$ cat src/rtl/ysyx_23060203_exu_stage.sv
// Multi-cycle handshaked execute stage: IDU -> EXU -> WBU, with an aligned-word LSU port.
// Optional misaligned-access exceptions are enabled by defining EXU_MISALIGN_CHK_EN.
module ysyx_23060203_exu_stage #(
  parameter int XLEN = 32,
  parameter int RAW  = 5
) (
  input  logic              clk,
  input  logic              rst,
  input  logic              in_valid,
  output logic              in_ready,
  input  logic [XLEN-1:0]   in_pc,
  input  logic [4:0]        in_opcode,
  input  logic [2:0]        in_funct,
  input  logic [RAW-1:0]    in_rd,
  input  logic [XLEN-1:0]   in_src1,
  input  logic [XLEN-1:0]   in_src2,
  input  logic [XLEN-1:0]   in_imm,
  input  logic [XLEN-1:0]   in_alu_val,
  output logic              mem_req_valid,
  input  logic              mem_req_ready,
  output logic              mem_wen,
  output logic [XLEN-1:0]   mem_addr,
  output logic [XLEN-1:0]   mem_wdata,
  output logic [XLEN/8-1:0] mem_wstrb,
  input  logic              mem_rsp_valid,
  input  logic [XLEN-1:0]   mem_rdata,
  output logic              out_valid,
  input  logic              out_ready,
  output logic              out_reg_wen,
  output logic [RAW-1:0]    out_reg_waddr,
  output logic [XLEN-1:0]   out_reg_wdata,
  output logic [XLEN-1:0]   out_next_pc,
  output logic              out_exc,
  output logic [3:0]        out_exc_cause
);

  localparam int NB   = XLEN / 8;
  localparam int OFFW = $clog2(NB);

  localparam logic [4:0] OP_LOAD   = 5'b00000;
  localparam logic [4:0] OP_STORE  = 5'b01000;
  localparam logic [4:0] OP_BRANCH = 5'b11000;
  localparam logic [4:0] OP_JAL    = 5'b11011;
  localparam logic [4:0] OP_JALR   = 5'b11001;
  localparam logic [4:0] OP_LUI    = 5'b01101;
  localparam logic [4:0] OP_AUIPC  = 5'b00101;
  localparam logic [4:0] OP_CALRI  = 5'b00100;
  localparam logic [4:0] OP_CALRR  = 5'b01100;

  localparam logic [XLEN-1:0] ONE_X  = {{(XLEN-1){1'b0}}, 1'b1};
  localparam logic [XLEN-1:0] FOUR_X = {{(XLEN-3){1'b0}}, 3'b100};
  localparam logic [NB-1:0]   ONE_NB = {{(NB-1){1'b0}}, 1'b1};

  typedef enum logic [1:0] {S_IDLE, S_REQ, S_WAIT, S_DONE} state_e;

  // log2 of access size in bytes; unknown encodings fall back to a word
  function automatic logic [1:0] acc_size(input logic [2:0] funct, input logic is_store);
    logic [1:0] sz;
    sz = 2'd2;
    case (funct)
      3'b000:  sz = 2'd0;
      3'b001:  sz = 2'd1;
      3'b100:  sz = is_store ? 2'd2 : 2'd0;
      3'b101:  sz = is_store ? 2'd2 : 2'd1;
      3'b011:  sz = (XLEN == 64) ? 2'd3 : 2'd2;
      default: sz = 2'd2;
    endcase
    return sz;
  endfunction

  function automatic logic [XLEN-1:0] size_mask(input logic [1:0] sz);
    return (ONE_X << (32'd8 << sz)) - ONE_X;
  endfunction

  function automatic logic [OFFW-1:0] lane_mask(input logic [1:0] sz);
    return {OFFW{1'b1}} << sz;
  endfunction

  function automatic logic [XLEN-1:0] store_lanes(input logic [XLEN-1:0] data, input logic [1:0] sz);
    logic [XLEN-1:0] wd;
    wd = data & size_mask(sz);
    for (int k = 0; k < OFFW; k++) begin
      if (k >= int'(sz)) begin
        wd = wd | (wd << (32'd8 << k));
      end else begin
        wd = wd;
      end
    end
    return wd;
  endfunction

  function automatic logic [NB-1:0] store_strb(input logic [1:0] sz, input logic [OFFW-1:0] off);
    logic [NB-1:0] full;
    full = (ONE_NB << (32'd1 << sz)) - ONE_NB;
    return full << off;
  endfunction

  function automatic logic [XLEN-1:0] load_extract(input logic [XLEN-1:0] rdata, input logic [OFFW-1:0] off,
                                                   input logic [1:0] sz, input logic uns);
    logic [XLEN-1:0] shifted, mask, res;
    shifted = rdata >> {off, 3'b000};
    mask    = size_mask(sz);
    res     = shifted & mask;
    if (!uns && ((shifted & mask & ~(mask >> 1)) != '0)) begin
      res = res | ~mask;
    end else begin
      res = res;
    end
    return res;
  endfunction

  function automatic logic br_taken(input logic [2:0] funct, input logic [XLEN-1:0] alu);
    logic t;
    t = 1'b0;
    case (funct)
      3'b000:         t = (alu == '0);
      3'b001:         t = (alu != '0);
      3'b100, 3'b110: t = alu[0];
      3'b101, 3'b111: t = ~alu[0];
      default:        t = 1'b0;
    endcase
    return t;
  endfunction

  state_e          state_q, state_d;
  logic            wen_q, wen_d;
  logic [RAW-1:0]  waddr_q, waddr_d;
  logic [XLEN-1:0] wdata_q, wdata_d;
  logic [XLEN-1:0] npc_q, npc_d;
  logic            mwen_q, mwen_d;
  logic [XLEN-1:0] maddr_q, maddr_d;
  logic [XLEN-1:0] mwdata_q, mwdata_d;
  logic [NB-1:0]   mstrb_q, mstrb_d;
  logic [OFFW-1:0] ld_off_q, ld_off_d;
  logic [1:0]      ld_sz_q, ld_sz_d;
  logic            ld_uns_q, ld_uns_d;
  logic            exc_q, exc_d;
  logic [3:0]      cause_q, cause_d;

  logic            is_load_s, is_store_s, is_mem_s, mis_s, wen_dec_s;
  logic [1:0]      sz_s;
  logic [OFFW-1:0] off_s;
  logic [XLEN-1:0] pc4_s, npc_s;

  // Decode of the instruction currently presented by the IDU
  always_comb begin
    is_load_s  = (in_opcode == OP_LOAD);
    is_store_s = (in_opcode == OP_STORE);
    is_mem_s   = is_load_s | is_store_s;
    sz_s       = acc_size(in_funct, is_store_s);
    off_s      = in_alu_val[OFFW-1:0] & lane_mask(sz_s);
    pc4_s      = in_pc + FOUR_X;
`ifdef EXU_MISALIGN_CHK_EN
    mis_s      = is_mem_s && ((in_alu_val[OFFW-1:0] & ~lane_mask(sz_s)) != '0);
`else
    mis_s      = 1'b0;
`endif
    case (in_opcode)
      OP_LUI, OP_AUIPC, OP_JAL, OP_JALR,
      OP_LOAD, OP_CALRI, OP_CALRR: wen_dec_s = 1'b1;
      default:                     wen_dec_s = 1'b0;
    endcase
    case (in_opcode)
      OP_JAL:    npc_s = in_pc + in_imm;
      OP_JALR:   npc_s = (in_src1 + in_imm) & ~ONE_X;
      OP_BRANCH: npc_s = br_taken(in_funct, in_alu_val) ? (in_pc + in_imm) : pc4_s;
      default:   npc_s = pc4_s;
    endcase
  end

  // Next-state and result capture
  always_comb begin
    state_d  = state_q;
    wen_d    = wen_q;
    waddr_d  = waddr_q;
    wdata_d  = wdata_q;
    npc_d    = npc_q;
    mwen_d   = mwen_q;
    maddr_d  = maddr_q;
    mwdata_d = mwdata_q;
    mstrb_d  = mstrb_q;
    ld_off_d = ld_off_q;
    ld_sz_d  = ld_sz_q;
    ld_uns_d = ld_uns_q;
    exc_d    = exc_q;
    cause_d  = cause_q;
    case (state_q)
      S_IDLE: begin
        if (in_valid) begin
          wen_d    = wen_dec_s & ~mis_s;
          waddr_d  = in_rd;
          wdata_d  = in_alu_val;
          npc_d    = mis_s ? pc4_s : npc_s;
          mwen_d   = is_store_s;
          maddr_d  = {in_alu_val[XLEN-1:OFFW], {OFFW{1'b0}}};
          mwdata_d = is_store_s ? store_lanes(in_src2, sz_s) : '0;
          mstrb_d  = is_store_s ? store_strb(sz_s, off_s) : '0;
          ld_off_d = off_s;
          ld_sz_d  = sz_s;
          ld_uns_d = in_funct[2] & (in_funct != 3'b111);
          exc_d    = mis_s;
          cause_d  = mis_s ? (is_store_s ? 4'd6 : 4'd4) : 4'd0;
          state_d  = (is_mem_s && !mis_s) ? S_REQ : S_DONE;
        end else begin
          state_d = S_IDLE;
        end
      end
      S_REQ: begin
        if (mem_req_ready) begin
          state_d = S_WAIT;
        end else begin
          state_d = S_REQ;
        end
      end
      S_WAIT: begin
        if (mem_rsp_valid) begin
          wdata_d = mwen_q ? wdata_q : load_extract(mem_rdata, ld_off_q, ld_sz_q, ld_uns_q);
          state_d = S_DONE;
        end else begin
          state_d = S_WAIT;
        end
      end
      S_DONE: begin
        if (out_ready) begin
          state_d = S_IDLE;
        end else begin
          state_d = S_DONE;
        end
      end
      default: state_d = S_IDLE;
    endcase
  end

  // State and output registers
  always_ff @(posedge clk) begin
    if (rst) begin
      state_q  <= S_IDLE;
      wen_q    <= 1'b0;
      waddr_q  <= '0;
      wdata_q  <= '0;
      npc_q    <= '0;
      mwen_q   <= 1'b0;
      maddr_q  <= '0;
      mwdata_q <= '0;
      mstrb_q  <= '0;
      ld_off_q <= '0;
      ld_sz_q  <= 2'd0;
      ld_uns_q <= 1'b0;
      exc_q    <= 1'b0;
      cause_q  <= 4'd0;
    end else begin
      state_q  <= state_d;
      wen_q    <= wen_d;
      waddr_q  <= waddr_d;
      wdata_q  <= wdata_d;
      npc_q    <= npc_d;
      mwen_q   <= mwen_d;
      maddr_q  <= maddr_d;
      mwdata_q <= mwdata_d;
      mstrb_q  <= mstrb_d;
      ld_off_q <= ld_off_d;
      ld_sz_q  <= ld_sz_d;
      ld_uns_q <= ld_uns_d;
      exc_q    <= exc_d;
      cause_q  <= cause_d;
    end
  end

  assign in_ready      = (state_q == S_IDLE);
  assign mem_req_valid = (state_q == S_REQ);
  assign out_valid     = (state_q == S_DONE);
  assign mem_wen       = mwen_q;
  assign mem_addr      = maddr_q;
  assign mem_wdata     = mwdata_q;
  assign mem_wstrb     = mstrb_q;
  assign out_reg_wen   = wen_q;
  assign out_reg_waddr = waddr_q;
  assign out_reg_wdata = wdata_q;
  assign out_next_pc   = npc_q;
  assign out_exc       = exc_q;
  assign out_exc_cause = cause_q;

endmodule

$ cat config.mk
export PLATFORM = sky130hd
export DESIGN_NAME = ysyx_23060203_exu_stage
export DESIGN_NICKNAME = d
export VERILOG_FILES = /design/src/rtl/ysyx_23060203_exu_stage.sv
export SDC_FILE = /design/constraint.sdc
export NUM_CORES = 1
export LEC_CHECK = 0
export ABC_AREA = 1
export ABC_CLOCK_PERIOD_IN_PS = 2650
export BUFFER_PORTS_ARGS = -buffer_cell sky130_fd_sc_hd__buf_2
export CAP_MARGIN = 20
export CORE_ASPECT_RATIO = 0.6
export CORE_MARGIN = 4
export CORE_UTILIZATION = 35
export CTS_CLUSTER_DIAMETER = 200
export DETAILED_ROUTE_END_ITERATION = 12
export PLACE_DENSITY = 0.55
export SETUP_SLACK_MARGIN = 0.05
export SLEW_MARGIN = 20
export SYNTH_ARGS = -nofsm -noshare
export SYNTH_HDL_FRONTEND = slang
export SYNTH_SLANG_ARGS = --single-unit
$ cat constraint.sdc
create_clock -name clk -period 2.65 [get_ports clk]
set_input_delay 0.53 -clock clk [delete_from_list [all_inputs] [get_ports clk]]
set_output_delay 0.53 -clock clk [all_outputs]
set_load 0.02 [all_outputs]
# --- Word level (Yosys, flattened, before mapping) ---
# Cells that the tools add are included.
# W data, S select, Z words.
word_totals:
  ff_bits: 144
  inputBits: 211
  out_inout_bits: 147
  wordCells: 100
op_classes:
  addsub: 6
  n_lt_le_gt_ge: 2
  eq_ne: 20
  shift: 9
  muxes: 25
  bitwise: 12
  n_reduce_logical: 14
ops:
  columns: ["op", "count"]
  rows:
  - ["$mux W32", 10]
  - ["$and A32 B32 Y32", 3]
  - ["$or A32 B32 Y32", 3]
  - ["$pmux W32 S3", 1]
  - ["$add A32 B32 Y32", 2]
  - ["$pmux W32 S2", 1]
  - ["$reduce_bool A32 Y1", 2]
  - ["$shl A1 B32 Y32 const A", 2]
  - ["$shl A4 B2 Y32 const A", 2]
  - ["$sub A32 B1 Y32 const B", 2]
  - ["$add A32 B3 Y32 const B", 1]
  - ["$logic_not A32 Y1", 1]
  - ["$not A31 Y32", 1]
  - ["$not A32 Y32", 1]
  - ["$shl A1 B2 Y32 const A", 1]
  - ["$shl A1 B32 Y4 const A", 1]
  - ["$shr A32 B5 Y32", 1]
  - ["$pmux W2 S4", 2]
  - ["$eq A5 B4 Y1 const B", 3]
  - ["$eq A5 B5 Y1 const B", 3]
  - ["$eq A3 B3 Y1 const B", 4]
  - ["$mux W2", 6]
  - ["$eq A5 B3 Y1 const B", 2]
  - ["$reduce_or A7 Y1", 1]
  - ["other kinds (25)", 32]

# --- Longest topological paths before layout ---
logic_depth:
  depth_word: 14
  depth_mapped: 17
  ltp_nobuf: 17

# --- Least setup slack after synthesis ---
# No wires, ideal clock.
synth_timing:
  kind: "in2reg"
  from: "in in_opcode[3]"
  to: "reg mwdata_q[25] (netlist: mem_wdata[25])"
  setup_ns: 0.081
  arrival_ns: 2.101
  required_ns: 2.569
  slack_ns: 0.468
  cell_stages: 15
  path_buffers: 2
  path_cell_list: "inv_1 -> nor2_1 -> nand2_1 -> nor2_2 -> nand2_1 -> nand2_2 -> nor2_2 -> inv_2 -> buf_4 -> ha_1 -> inv_1 -> nor2_1 -> buf_2 -> nand3_1 -> a41oi_1"
synth_via:
  elab_chain_len: 14
  word_cells_on_any_way: 17
  cone_classes: "1 x add/sub; 2 x order compare; 1 x eq/ne; 2 x shift; 8 x mux; 3 x bitwise"
synth_rtl:
  columns: ["element", "line", "rtl"]
  rows:
  - ["start, declared", "12", "input logic [4:0] in_opcode,"]
  - ["$eq A5 B4 Y1 (*)", "148", "is_store_s = (in_opcode == OP_STORE);"]
  - ["$mux W2, on equally long branches", "64, 63", null]
  - ["$pmux W2 S4", "60", "case (funct)"]
  - ["$shl A4 B2 Y32", "72", "return (ONE_X << (32'd8 << sz)) - ONE_X;"]
  - ["$shl A1 B32 Y32", "72", null]
  - ["$sub A32 B1 Y32", "72", null]
  - ["$and A32 B32 Y32", "81", "wd = data & size_mask(sz);"]
  - ["$or A32 B32 Y32", "84", "wd = wd | (wd << (32'd8 << k));"]
  - ["$mux W32", "83", "if (k >= int'(sz)) begin"]
  - ["$mux W32", "189", "if (in_valid) begin"]
  - ["$mux W32", "187", "case (state_q)"]
  - ["$or A32 B32 Y32", "84", null]
  - ["$mux W32", "83", null]
  - ["$mux W32 (*)", "196", "mwdata_d = is_store_s ? store_lanes(in_src2, sz_s) : '0;"]
  - ["end signal, assigned", "259", "mwdata_q <= mwdata_d;"]
  - ["end, declared", "132", "logic [XLEN-1:0] mwdata_q, mwdata_d;"]
# Mark *: on every way between the ends. The rest lies on a longest branch, timed or not. The select of a mux whose other input is x is not followed.
# A chain may end at the register's enable or synchronous reset.

# --- Worst setup path after layout ---
layout_timing:
  from: "in in_imm[9]"
  to: "reg npc_q[16] (netlist: out_next_pc[16])"
layout_via:
  elab_chain_len: 3
  word_cells_on_any_way: 4
  cone_classes: "2 x add/sub; 2 x mux"
layout_rtl:
  columns: ["element", "line", "rtl"]
  rows:
  - ["start, declared", "17", "input logic [XLEN-1:0] in_imm,"]
  - ["$add A32 B32 Y32", "164, 166", null]
  - ["$mux W32", "166", "OP_BRANCH: npc_s = br_taken(in_funct, in_alu_val) ? (in_pc + in_imm) : pc4_s;"]
  - ["$pmux W32 S3 (*)", "163", "case (in_opcode)"]
  - ["end signal, assigned", "256", "npc_q <= npc_d;"]
  - ["end, declared", "129", "logic [XLEN-1:0] npc_q, npc_d;"]
# Mark *: on every way between the ends. The rest lies on a longest branch, timed or not.

==> run metrics <==
Total Routing Usage GR=0.316; status=completed; Syn Inst Count=1973; ys async rst share=0; CTS tree=done; Post-synth EDFFs=0; Main synth FF type=dfxtp_1; critical path capture point type=register; post-CTS resize count=0; # Post-CTS Setup Buffers=0; Ys Warns=0; vias in the first global route=13900; first-pass GRT wire length=87400 um; TritonRoute pass-1 iters=7; Die Footprint=36900 sq um; number of DRC markers in iteration 0=1495; Vias/cell=5.37; H-tree levels=4; relative slew slack=0.454; I/O pin count=358; minimum clock period=2430 ps; row cnt=51; post-synth cell types=51; area leader, netlist=dfxtp_1; Final Hold Fails=0; post-synth top area share=0.244; worst vdd ir=0.444 mV; clk root buf=clkbuf_16; synth top area cells=dfxtp_1 (24%), nand2_1 (16%), nor2_1 (8.8%); chip width=245 um; Die H=150 um; CTS Hold Bufs=0; Post-DP HPWL=50700 um; Non-Filler Instances=2843; DRC=0; starting density of the core=0.360; IO buf count=350; Critical Path, Cell by Cell=buf_2 -> ha_1 -> a21oi_1 -> o21bai_1 -> a21oi_1 -> nand2_1 -> buf_4 -> o21ai_0 -> nand2_1 -> nor2_1 -> nor2_1; Setup CP Type=in -> reg; final setup fails=0; Max Cap Viol=0; largest net degree at the start of global routing=75; fraction of layout cells with a size suffix above 1=0.222; hold_ws=351 ps; Syn Area/Cell=5.99 sq um; Fill cells=3620; Antenna Nets Post-Route=0; CORE AREA=32900 sq um; RSZ-0062 raised after global routing=false; max-slew violation count=0; Routed WL per cell=21.3 um; Leak Pwr=7.51 nW; worst-margin pin slew=819 ps; Fmax=0.411 GHz; maximum fanout along the worst path=4; clock latency on the worst-skew pair=440 ps; Area growth, synth to finish=28.9%; clk sinks=144; highest cell delay on the worst timing path=540 ps; CP required=2980 ps; placed cells=2810; Startpoint Class=input port; Setup Skew=15.9 ps; Power per Cell Area=534 nW/um^2; antenna violations before repair=4; Seq/Total Area, Yosys=0.244; GPL Wtd Cong=1.07; Hold Crit Class=in -> reg; Post-Syn Area=11800 sq um; total grt overflow=0; CP max-delay cell=o21ai_0; Num CTS Buffers=17; NumNets Final=2655; Tcrit/Tclk final=0.918; clock tree buffer depth=2; #FFs+latches synth=144; DRT Wirelength=60500 um; Worst-path clk slew=70 ps; Vias=15300; CP arrival=2760 ps
==> critical path, delay by kind of cell <==
kind                     cells  cell delay [ps]
AO/OA/AOI/OAI                4             1190
adder cells (fa/ha/maj)      1              320
buffers and inverters        2              360
AND/OR/NAND/NOR              4              360
==> area by class of cell <==
cell class	count	area, sq um	area share
multi-input cells	1586	7930	0.520
flip-flops and latches	144	2880	0.189
repair buffers	461	2650	0.174
inverters	169	636	0.0417
well taps	450	563	0.0369
clock buffers	18	439	0.0288
clock inverters	14	144	0.00944
diodes	1	2.50	0.000164
==> synth_stat cells, drive strengths merged, types with 20 or more instances <==
master / instances
a21oi: 177
buf: 34
clkbuf: 46
dfxtp: 144
ha: 63
inv: 168
nand2: 516
nand3: 134
nand4: 20
nor2: 284
nor3: 31
o21ai: 202
xor2: 29
==> worst paths after layout <==
| check | startpoint | to | slack (ps) | cells after the start |
|---|---|---|---|---|
| worst max-delay path | in_imm[9] | out_next_pc[16] | 220 | 11 |
| worst min register to register | mem_wstrb[0] | mem_wstrb[0] | 460 | 2 |
| worst min-delay path | in_rd[3] | out_reg_waddr[3] | 350 | 3 |
| worst max register to register | state_q[1] | out_reg_wdata[16] | 450 | 8 |
==> per-stage QoR <==
step	total power [W]	worst slack [ps]	utilization	cell area [sq um]	setup TNS, ps
floorplan	0.00436	468	-	11800	0
global placement	0.00564	-76.1	0.446	14700	-116
detailed placement	0.00563	-35.5	0.446	14700	-36.1
CTS	0.00810	419	0.464	15200	0
global route	0.00856	129	0.464	15200	0
finish	0.00814	219	0.464	15200	0
==> sequential cells by signal, indices dropped and copies added (netlist names) <==
| register | cells |
|---|---|
| mem_wdata | 32 |
| out_next_pc | 32 |
| out_reg_wdata | 32 |
| mem_addr | 30 |
| out_reg_waddr | 5 |
| mem_wstrb | 4 |
| ld_off_q | 2 |
| ld_sz_q | 2 |
| state_q | 2 |
| ld_uns_q | 1 |
| mem_wen | 1 |
| out_reg_wen | 1 |
==> placed cells by master, fill, tap and decap left out, types with 14 or more instances in the layout <==
cell type,netlist,final
xor2_1,29,29
nand2_1,511,511
a31oi_1,18,18
nor3_1,30,30
ha_1,63,63
a21oi_1,176,176
nand3b_1,14,14
dfxtp_1,144,144
o21bai_1,15,15
nor2_1,276,276
o21ai_1,27,27
buf_4,12,106
clkbuf_16,0,17
nand4_1,20,20
nand3_1,133,133
buf_2,13,350
inv_1,161,160
o21ai_0,174,174
==> metal layers <==
layer | part of all wire | GRT usage | up-vias
li1 | - | - | 7363
met1 | 0.48 | 0.483 | 7044
met2 | 0.38 | 0.413 | 776
met3 | 0.13 | 0.117 | 74
met4 | 0.019 | 0.0647 | 0
met5 | 0 | 0 | -
==> cell families after synthesis <==
| logic type | count (synthesis) | synth area share |
|---|---|---|
| AND/OR/NAND/NOR | 1019 | 0.358 |
| flip-flops | 144 | 0.244 |
| multiplexers | 1 | 0.000847 |
| XOR/XNOR | 41 | 0.0304 |
| AO/OA/AOI/OAI | 453 | 0.209 |
| adder cells (fa/ha/maj) | 65 | 0.0701 |
| other | 1 | 0.000317 |
| buffers and inverters | 249 | 0.0875 |
==> power by group <==
group	leakage (nW)	internal [W]	switching, W
logic	6.04	0.00103	0.00212
clock network	0.287	0.00135	0.00112
registers	1.18	0.00239	0.000136
Note: power is estimated with default switching activity, not from simulation.
